$ cat config.mk
export PLATFORM = sky130hd
export DESIGN_NAME = rv_iopmp_dl_multicycle
export DESIGN_NICKNAME = d
export VERILOG_FILES = /design/src/rtl/rv_iopmp_dl_multicycle.sv
export SDC_FILE = /design/constraint.sdc
export NUM_CORES = 1
export LEC_CHECK = 0
export CAP_MARGIN = 10
export CORE_ASPECT_RATIO = 1.75
export CORE_MARGIN = 4
export CORE_UTILIZATION = 49
export CTS_BUF_LIST = sky130_fd_sc_hd__clkbuf_8
export DETAILED_ROUTE_END_ITERATION = 8
export GPL_TIMING_DRIVEN = 1
export PLACE_DENSITY = 0.8
export SETUP_SLACK_MARGIN = 0.2
export SKIP_CTS_REPAIR_TIMING = 1
export SLEW_MARGIN = 20
export SYNTH_ARGS = -nofsm -noshare
export SYNTH_HDL_FRONTEND = slang
export SYNTH_SLANG_ARGS = --single-unit
export TNS_END_PERCENT = 30
$ cat constraint.sdc
create_clock -name clk_i -period 5.7 [get_ports clk_i]
set_input_delay 0.57 -clock clk_i [delete_from_list [all_inputs] [get_ports clk_i]]
set_output_delay 0.57 -clock clk_i [all_outputs]
set_load 0.005 [all_outputs]
$ cat src/rtl/rv_iopmp_dl_multicycle.sv
// rtl/rv_iopmp_dl_multicycle.sv - windowed multi-cycle IOPMP decision logic
package rv_iopmp_pkg;

    typedef enum logic [2:0] {
        ACCESS_NONE      = 3'b000,
        ACCESS_READ      = 3'b001,
        ACCESS_WRITE     = 3'b010,
        ACCESS_EXECUTION = 3'b100
    } access_t;

    typedef struct packed {
        logic [30:0] md;
        logic        l;
    } srcmd_en_t;

    typedef struct packed {
        logic [31:0] enh;
        srcmd_en_t   en;
    } srcmd_entry_t;

    typedef struct packed {
        logic [15:0] t;
    } mdcfg_entry_t;

endpackage

module rv_iopmp_dl_multicycle #(
    parameter int SID_WIDTH              = 8,
    parameter int NUMBER_MDS             = 2,
    parameter int NUMBER_ENTRIES         = 8,
    parameter int NUMBER_MASTERS         = 2,
    parameter int NUMBER_ENTRY_ANALYZERS = 4
) (
    input  logic                                             clk_i,
    input  logic                                             rst_i,
    input  logic                                             enable_i,
    input  logic                                             req_valid_i,
    output logic                                             req_ready_o,
    input  logic [SID_WIDTH-1:0]                             sid_i,
    input  rv_iopmp_pkg::access_t                            access_type_i,
    input  logic [15:0]                                      prio_entry_i,
    input  rv_iopmp_pkg::srcmd_entry_t [NUMBER_MASTERS-1:0]  srcmd_table_i,
    input  rv_iopmp_pkg::mdcfg_entry_t [NUMBER_MDS-1:0]      mdcfg_table_i,
    output logic [15:0]                                      entry_offset_o,
    input  logic [NUMBER_ENTRY_ANALYZERS-1:0]                entry_match_i,
    input  logic [NUMBER_ENTRY_ANALYZERS-1:0]                entry_allow_i,
    output logic                                             rsp_valid_o,
    input  logic                                             rsp_ready_i,
    output logic                                             allow_o,
    output logic                                             err_o,
    output logic [2:0]                                       err_type_o,
    output logic [15:0]                                      err_entry_index_o
);

    localparam int N = NUMBER_ENTRY_ANALYZERS;
    localparam logic [16:0] NUM_ENTRIES_W = 17'(NUMBER_ENTRIES);
    localparam logic [16:0] WIN_W         = 17'(N);

    typedef enum logic [1:0] {IDLE, SCAN, RESP} state_t;

    state_t                 state_q, state_d;
    logic [SID_WIDTH-1:0]   sid_q, sid_d;
    rv_iopmp_pkg::access_t  access_q, access_d;
    logic [15:0]            prio_q, prio_d;
    logic [15:0]            offset_q, offset_d;
    logic                   allow_seen_q, allow_seen_d;
    logic                   deny_seen_q, deny_seen_d;
    logic [15:0]            deny_idx_q, deny_idx_d;
    logic                   rsp_valid_q, rsp_valid_d;
    logic                   allow_q, allow_d;
    logic                   err_q, err_d;
    logic [2:0]             err_type_q, err_type_d;
    logic [15:0]            err_idx_q, err_idx_d;

    logic [62:0]            md_all;
    logic [N-1:0][16:0]     win_idx;
    logic [N-1:0]           eligible;
    logic [16:0]            md_lo;
    logic                   owned;
    logic                   e_found, e_allow;
    logic [16:0]            e_idx;
    logic                   np_allow, np_deny_found;
    logic [16:0]            np_deny_idx;
    logic                   last_window;
    logic                   allow_seen_nxt;
    logic                   unused_sink;

    function automatic logic [2:0] access_code(rv_iopmp_pkg::access_t a);
        case (a)
            rv_iopmp_pkg::ACCESS_READ:      return 3'd1;
            rv_iopmp_pkg::ACCESS_WRITE:     return 3'd2;
            rv_iopmp_pkg::ACCESS_EXECUTION: return 3'd3;
            default:                        return 3'd7;
        endcase
    endfunction

    // Ownership and first-match search over the current analyzer window
    always_comb begin
        md_all        = '0;
        eligible      = '0;
        win_idx       = '0;
        md_lo         = '0;
        owned         = 1'b0;
        e_found       = 1'b0;
        e_allow       = 1'b0;
        e_idx         = '0;
        np_allow      = 1'b0;
        np_deny_found = 1'b0;
        np_deny_idx   = '0;
        for (int m = 0; m < NUMBER_MASTERS; m++) begin
            if (sid_q == SID_WIDTH'(m)) begin
                md_all = {srcmd_table_i[m].enh, srcmd_table_i[m].en.md};
            end
        end
        for (int j = 0; j < N; j++) begin
            win_idx[j] = {1'b0, offset_q} + 17'(j);
            owned = 1'b0;
            md_lo = '0;
            for (int k = 0; k < NUMBER_MDS; k++) begin
                if (win_idx[j] >= md_lo && win_idx[j] < {1'b0, mdcfg_table_i[k].t} && md_all[k]) begin
                    owned = 1'b1;
                end
                md_lo = {1'b0, mdcfg_table_i[k].t};
            end
            eligible[j] = entry_match_i[j] && (win_idx[j] < NUM_ENTRIES_W) && owned;
        end
        for (int j = 0; j < N; j++) begin
            if (eligible[j]) begin
                if (!e_found) begin
                    e_found = 1'b1;
                    e_idx   = win_idx[j];
                    e_allow = entry_allow_i[j];
                end
                if (win_idx[j] >= {1'b0, prio_q}) begin
                    if (entry_allow_i[j]) begin
                        np_allow = 1'b1;
                    end else if (!np_deny_found) begin
                        np_deny_found = 1'b1;
                        np_deny_idx   = win_idx[j];
                    end
                end
            end
        end
    end

    assign last_window = ({1'b0, offset_q} + WIN_W) >= NUM_ENTRIES_W;

    always_comb begin
        state_d        = state_q;
        sid_d          = sid_q;
        access_d       = access_q;
        prio_d         = prio_q;
        offset_d       = offset_q;
        allow_seen_d   = allow_seen_q;
        deny_seen_d    = deny_seen_q;
        deny_idx_d     = deny_idx_q;
        rsp_valid_d    = rsp_valid_q;
        allow_d        = allow_q;
        err_d          = err_q;
        err_type_d     = err_type_q;
        err_idx_d      = err_idx_q;
        allow_seen_nxt = allow_seen_q | np_allow;
        case (state_q)
            IDLE: begin
                if (req_valid_i) begin
                    sid_d        = sid_i;
                    access_d     = access_type_i;
                    prio_d       = prio_entry_i;
                    offset_d     = '0;
                    allow_seen_d = 1'b0;
                    deny_seen_d  = 1'b0;
                    deny_idx_d   = '0;
                    if (!enable_i) begin
                        {allow_d, err_d, err_type_d, err_idx_d} = {1'b1, 1'b0, 3'd0, 16'd0};
                        rsp_valid_d = 1'b1;
                        state_d     = RESP;
                    end else if (32'(sid_i) >= NUMBER_MASTERS) begin
                        {allow_d, err_d, err_type_d, err_idx_d} = {1'b0, 1'b1, 3'd6, 16'd0};
                        rsp_valid_d = 1'b1;
                        state_d     = RESP;
                    end else begin
                        state_d = SCAN;
                    end
                end
            end
            SCAN: begin
                if (e_found && e_idx < {1'b0, prio_q}) begin
                    if (e_allow) begin
                        {allow_d, err_d, err_type_d, err_idx_d} = {1'b1, 1'b0, 3'd0, 16'd0};
                    end else begin
                        {allow_d, err_d, err_type_d, err_idx_d} =
                            {1'b0, 1'b1, access_code(access_q), e_idx[15:0]};
                    end
                    rsp_valid_d = 1'b1;
                    state_d     = RESP;
                end else begin
                    allow_seen_d = allow_seen_nxt;
                    if (!deny_seen_q && np_deny_found) begin
                        deny_seen_d = 1'b1;
                        deny_idx_d  = np_deny_idx[15:0];
                    end
                    if (allow_seen_nxt) begin
                        {allow_d, err_d, err_type_d, err_idx_d} = {1'b1, 1'b0, 3'd0, 16'd0};
                        rsp_valid_d = 1'b1;
                        state_d     = RESP;
                    end else if (last_window) begin
                        if (deny_seen_d) begin
                            {allow_d, err_d, err_type_d, err_idx_d} =
                                {1'b0, 1'b1, access_code(access_q), deny_idx_d};
                        end else begin
                            {allow_d, err_d, err_type_d, err_idx_d} = {1'b0, 1'b1, 3'd5, 16'd0};
                        end
                        rsp_valid_d = 1'b1;
                        state_d     = RESP;
                    end else begin
                        offset_d = offset_q + 16'(N);
                    end
                end
            end
            RESP: begin
                if (rsp_ready_i) begin
                    rsp_valid_d = 1'b0;
                    state_d     = IDLE;
                end
            end
            default: state_d = IDLE;
        endcase
    end

    always_ff @(posedge clk_i) begin
        if (rst_i) begin
            state_q      <= IDLE;
            sid_q        <= '0;
            access_q     <= rv_iopmp_pkg::ACCESS_NONE;
            prio_q       <= '0;
            offset_q     <= '0;
            allow_seen_q <= 1'b0;
            deny_seen_q  <= 1'b0;
            deny_idx_q   <= '0;
            rsp_valid_q  <= 1'b0;
            allow_q      <= 1'b0;
            err_q        <= 1'b0;
            err_type_q   <= '0;
            err_idx_q    <= '0;
        end else begin
            state_q      <= state_d;
            sid_q        <= sid_d;
            access_q     <= access_d;
            prio_q       <= prio_d;
            offset_q     <= offset_d;
            allow_seen_q <= allow_seen_d;
            deny_seen_q  <= deny_seen_d;
            deny_idx_q   <= deny_idx_d;
            rsp_valid_q  <= rsp_valid_d;
            allow_q      <= allow_d;
            err_q        <= err_d;
            err_type_q   <= err_type_d;
            err_idx_q    <= err_idx_d;
        end
    end

    assign req_ready_o       = (state_q == IDLE);
    assign entry_offset_o    = offset_q;
    assign rsp_valid_o       = rsp_valid_q;
    assign allow_o           = allow_q;
    assign err_o             = err_q;
    assign err_type_o        = err_type_q;
    assign err_entry_index_o = err_idx_q;

    // Lock bits and MD enables beyond NUMBER_MDS do not affect the decision
    assign unused_sink = ^{srcmd_table_i, md_all};

endmodule

==> flow_summary.ini <==
[timing]
final.setup.tns_ps = 0
tightest_slew_ps = 1130
skew_ps = 22.5
min_period_over_period_pct = 92.6
slew_viol_final = 0
fmax_mhz = 189
hold_viol = 0
final-setup-viol-count = 0
rsz0062_at_grt = false
relSlewSlack_pct = 23.8
finalCriticalPeriod_ps = 5280

[synth]
synth_area_mm2 = 0.00744
synth_commonest_cells = ha_1 (129), nand2_1 (109), dfxtp_1 (83)
post-synth-top-area-cell = dfxtp_1
synth.mux.area_fraction_pct = 0.857
synth_compound_area_share_pct = 25.3
synth_top_area_share_pct = 22.3
ys_types = 86
synth_top_family_by_area = compound AO/OA/AOI/OAI gates
synthSimpleGateAreaFrac_pct = 23.3
synth-edff-count = 0
syn_inst = 923
ys_top_cells_by_area = dfxtp_1 (22%), ha_1 (22%), nand2_1 (5.5%)
synth_fa_ha_area_share_pct = 21.7
avgSynthCellArea_um2 = 8.07
synth_flop_cell = dfxtp_1
yosys.area_share.xor_xnor_pct = 0.353
synth_most_common_cell = ha_1
ys_async_sr_fraction_pct = 0
yosysSeqAreaShare_pct = 22.3
yosysWarnings = 0
ys_ff_latch = 83

[floorplan]
start_util_pct = 49.9
std_cell_rows = 59
core_area_mm2 = 0.0149
dieArea_mm2 = 0.0173
die_x_um = 101
die_h_um = 171
io-pin-count = 239

[layout]
seqCellArea_mm2 = 0.00166
multiInputGateArea_mm2 = 0.00539
nets = 1392
fin_util_pct = 61.7
area_delta_synth_final_pct = 23.5
antenna_cells = 0
layout-drive-gt1-share_pct = 8.43
fillCellCount = 1327

[placed_design]
dp_hpwl_um = 18500
place_congestion = 0.988
portBuffers = 112

[pwr]
power_density_mw_per_mm2 = 153
ir_drop_uv = 193
p_leak_nw = 4.14

[clock_tree]
cts_buffer_depth = 2
cts_tree = yes
clockRootBuffer = clkbuf_8
cts_sinks = 83
h-tree-depth = 3
clk_latency_ps = 380
numCtsBuffers = 9
path_clk_slew_ps = 100

[drt]
routed_wl_um = 22800
dr.pass1.iters = 5
drc = 0
vias_per_cell = 5.98
wire_per_inst_um = 18.3
postRouteAntennaNets = 0
drt-initial-drc-count = 301
vias = 7477

[flow_run]
maxCapViolations = 0

[critical_path]
path_class = in -> reg
critPathArrivalTime_ps = 5570
path_max_fanout = 5
cp_data_required_time_ps = 5990
cp-end-kind = flop
critPathLaunchType = primary input

[global_routing]
grt_overflow_total = 0
grt_pass1_vias = 7576
grt_pass1_wl_um = 35800
antenna_found_initial = 0
grt_max_degree = 44
grt_usage_pct = 26.1

[status]
outcome = finished clean

[min_path]
hold_class = reg -> reg
## power breakdown
part           switching (mW)  total, mW  internal, mW
registers              0.0109      0.605         0.594
clock network           0.270      0.444         0.174
logic                   0.195      0.359         0.163
## final timing paths
path	from	end	slack (ps)	depth (start not counted)
worst min register to register	prio_q[15]	prio_q[15]	460	2
worst max register to register	entry_offset_o[11]	err_type_o[1]	620	19
worst max-delay path	mdcfg_table_i[23]	err_type_o[1]	420	22
worst min-delay path	prio_q[15]	prio_q[15]	460	2
## state kept, by name, summed over array words and instances (netlist names), 2 cells and up
register           flops
deny_idx_q            16
err_entry_index_o     16
prio_q                16
entry_offset_o        14
sid_q                  8
access_q               3
err_type_o             3
state_q                2
## logic make-up after synthesis
| family | after synthesis |
|---|---|
| AND/OR/NAND/NOR | 323 |
| XOR/XNOR | 3 |
| AO/OA/AOI/OAI | 273 |
| buffers and inverters | 105 |
| adder cells (fa/ha/maj) | 129 |
| multiplexers | 6 |
| other | 1 |
| flip-flops | 83 |
## area by class of cell
type                            count  share of cell area (%)
Clock buffer                        9                    1.35
Clock inverter                      7                   0.803
Inverter                           63                    2.57
Multi-Input combinational cell    750                    58.7
Sequential cell                    83                    18.1
Tap cell                          183                    2.49
Timing Repair Buffer              156                    16.1
## cell usage in the layout (no fill, tap or decap), drive strengths merged, types with 5 or more instances in the layout
cell type / n
ha: 129
clkdlybuf4s50: 112
nand2: 111
dfxtp: 83
a21oi: 81
inv: 68
o21ai: 49
buf: 44
nand3: 37
nor2: 34
and2: 32
a21o: 21
nand4: 19
nor3: 19
a22o: 17
conb: 16
a211oi: 14
o211ai: 10
and4: 10
nor2b: 10
a31oi: 9
clkbuf: 9
o21a: 8
a211o: 8
or3: 8
nor4: 8
and3: 8
a41oi: 7
nor3b: 6
nand2b: 5
## layer usage
metal / GRT usage, % / vias up / part of all wire, %
met1: 25.6 / 3467 / 36
met2: 48.4 / 225 / 52
li1: - / 3693 / -
met5: 0 / - / 0
met4: 20.2 / 0 / 8.6
met3: 2.90 / 92 / 3.6
## worst max-delay path, cell delays in order
cell and delay [ps]:
clkdlybuf4s50_1 450, inv_1 70, ha_1 320, a21oi_1 190, nor2b_1 60, o21ai_0 300, a311oi_1 230, or4_1 550
o21a_1 260, a31oi_1 220, ha_1 280, a21oi_1 180, nor2b_1 60, o21ai_1 110, nand2b_1 70, a21oi_1 140
o21bai_1 130, a41oi_2 250, o41ai_4 140, a211o_1 340, a221o_1 360, a311oi_1 250
## through the flow
step                hold slack (ps)  power, mW  cells  worst slack [ps]  cell area, µm²
global placement                435      0.964   1233               196            8970
floorplan                       429      0.825    938               700            7500
detailed placement              445      0.970   1233               113            8970
finish                          459       1.41   1251               422            9200
CTS                             460       1.41   1249               481            9170
global route                    473       1.47   1251               200            9200
Power figures use the tool's default switching activity.
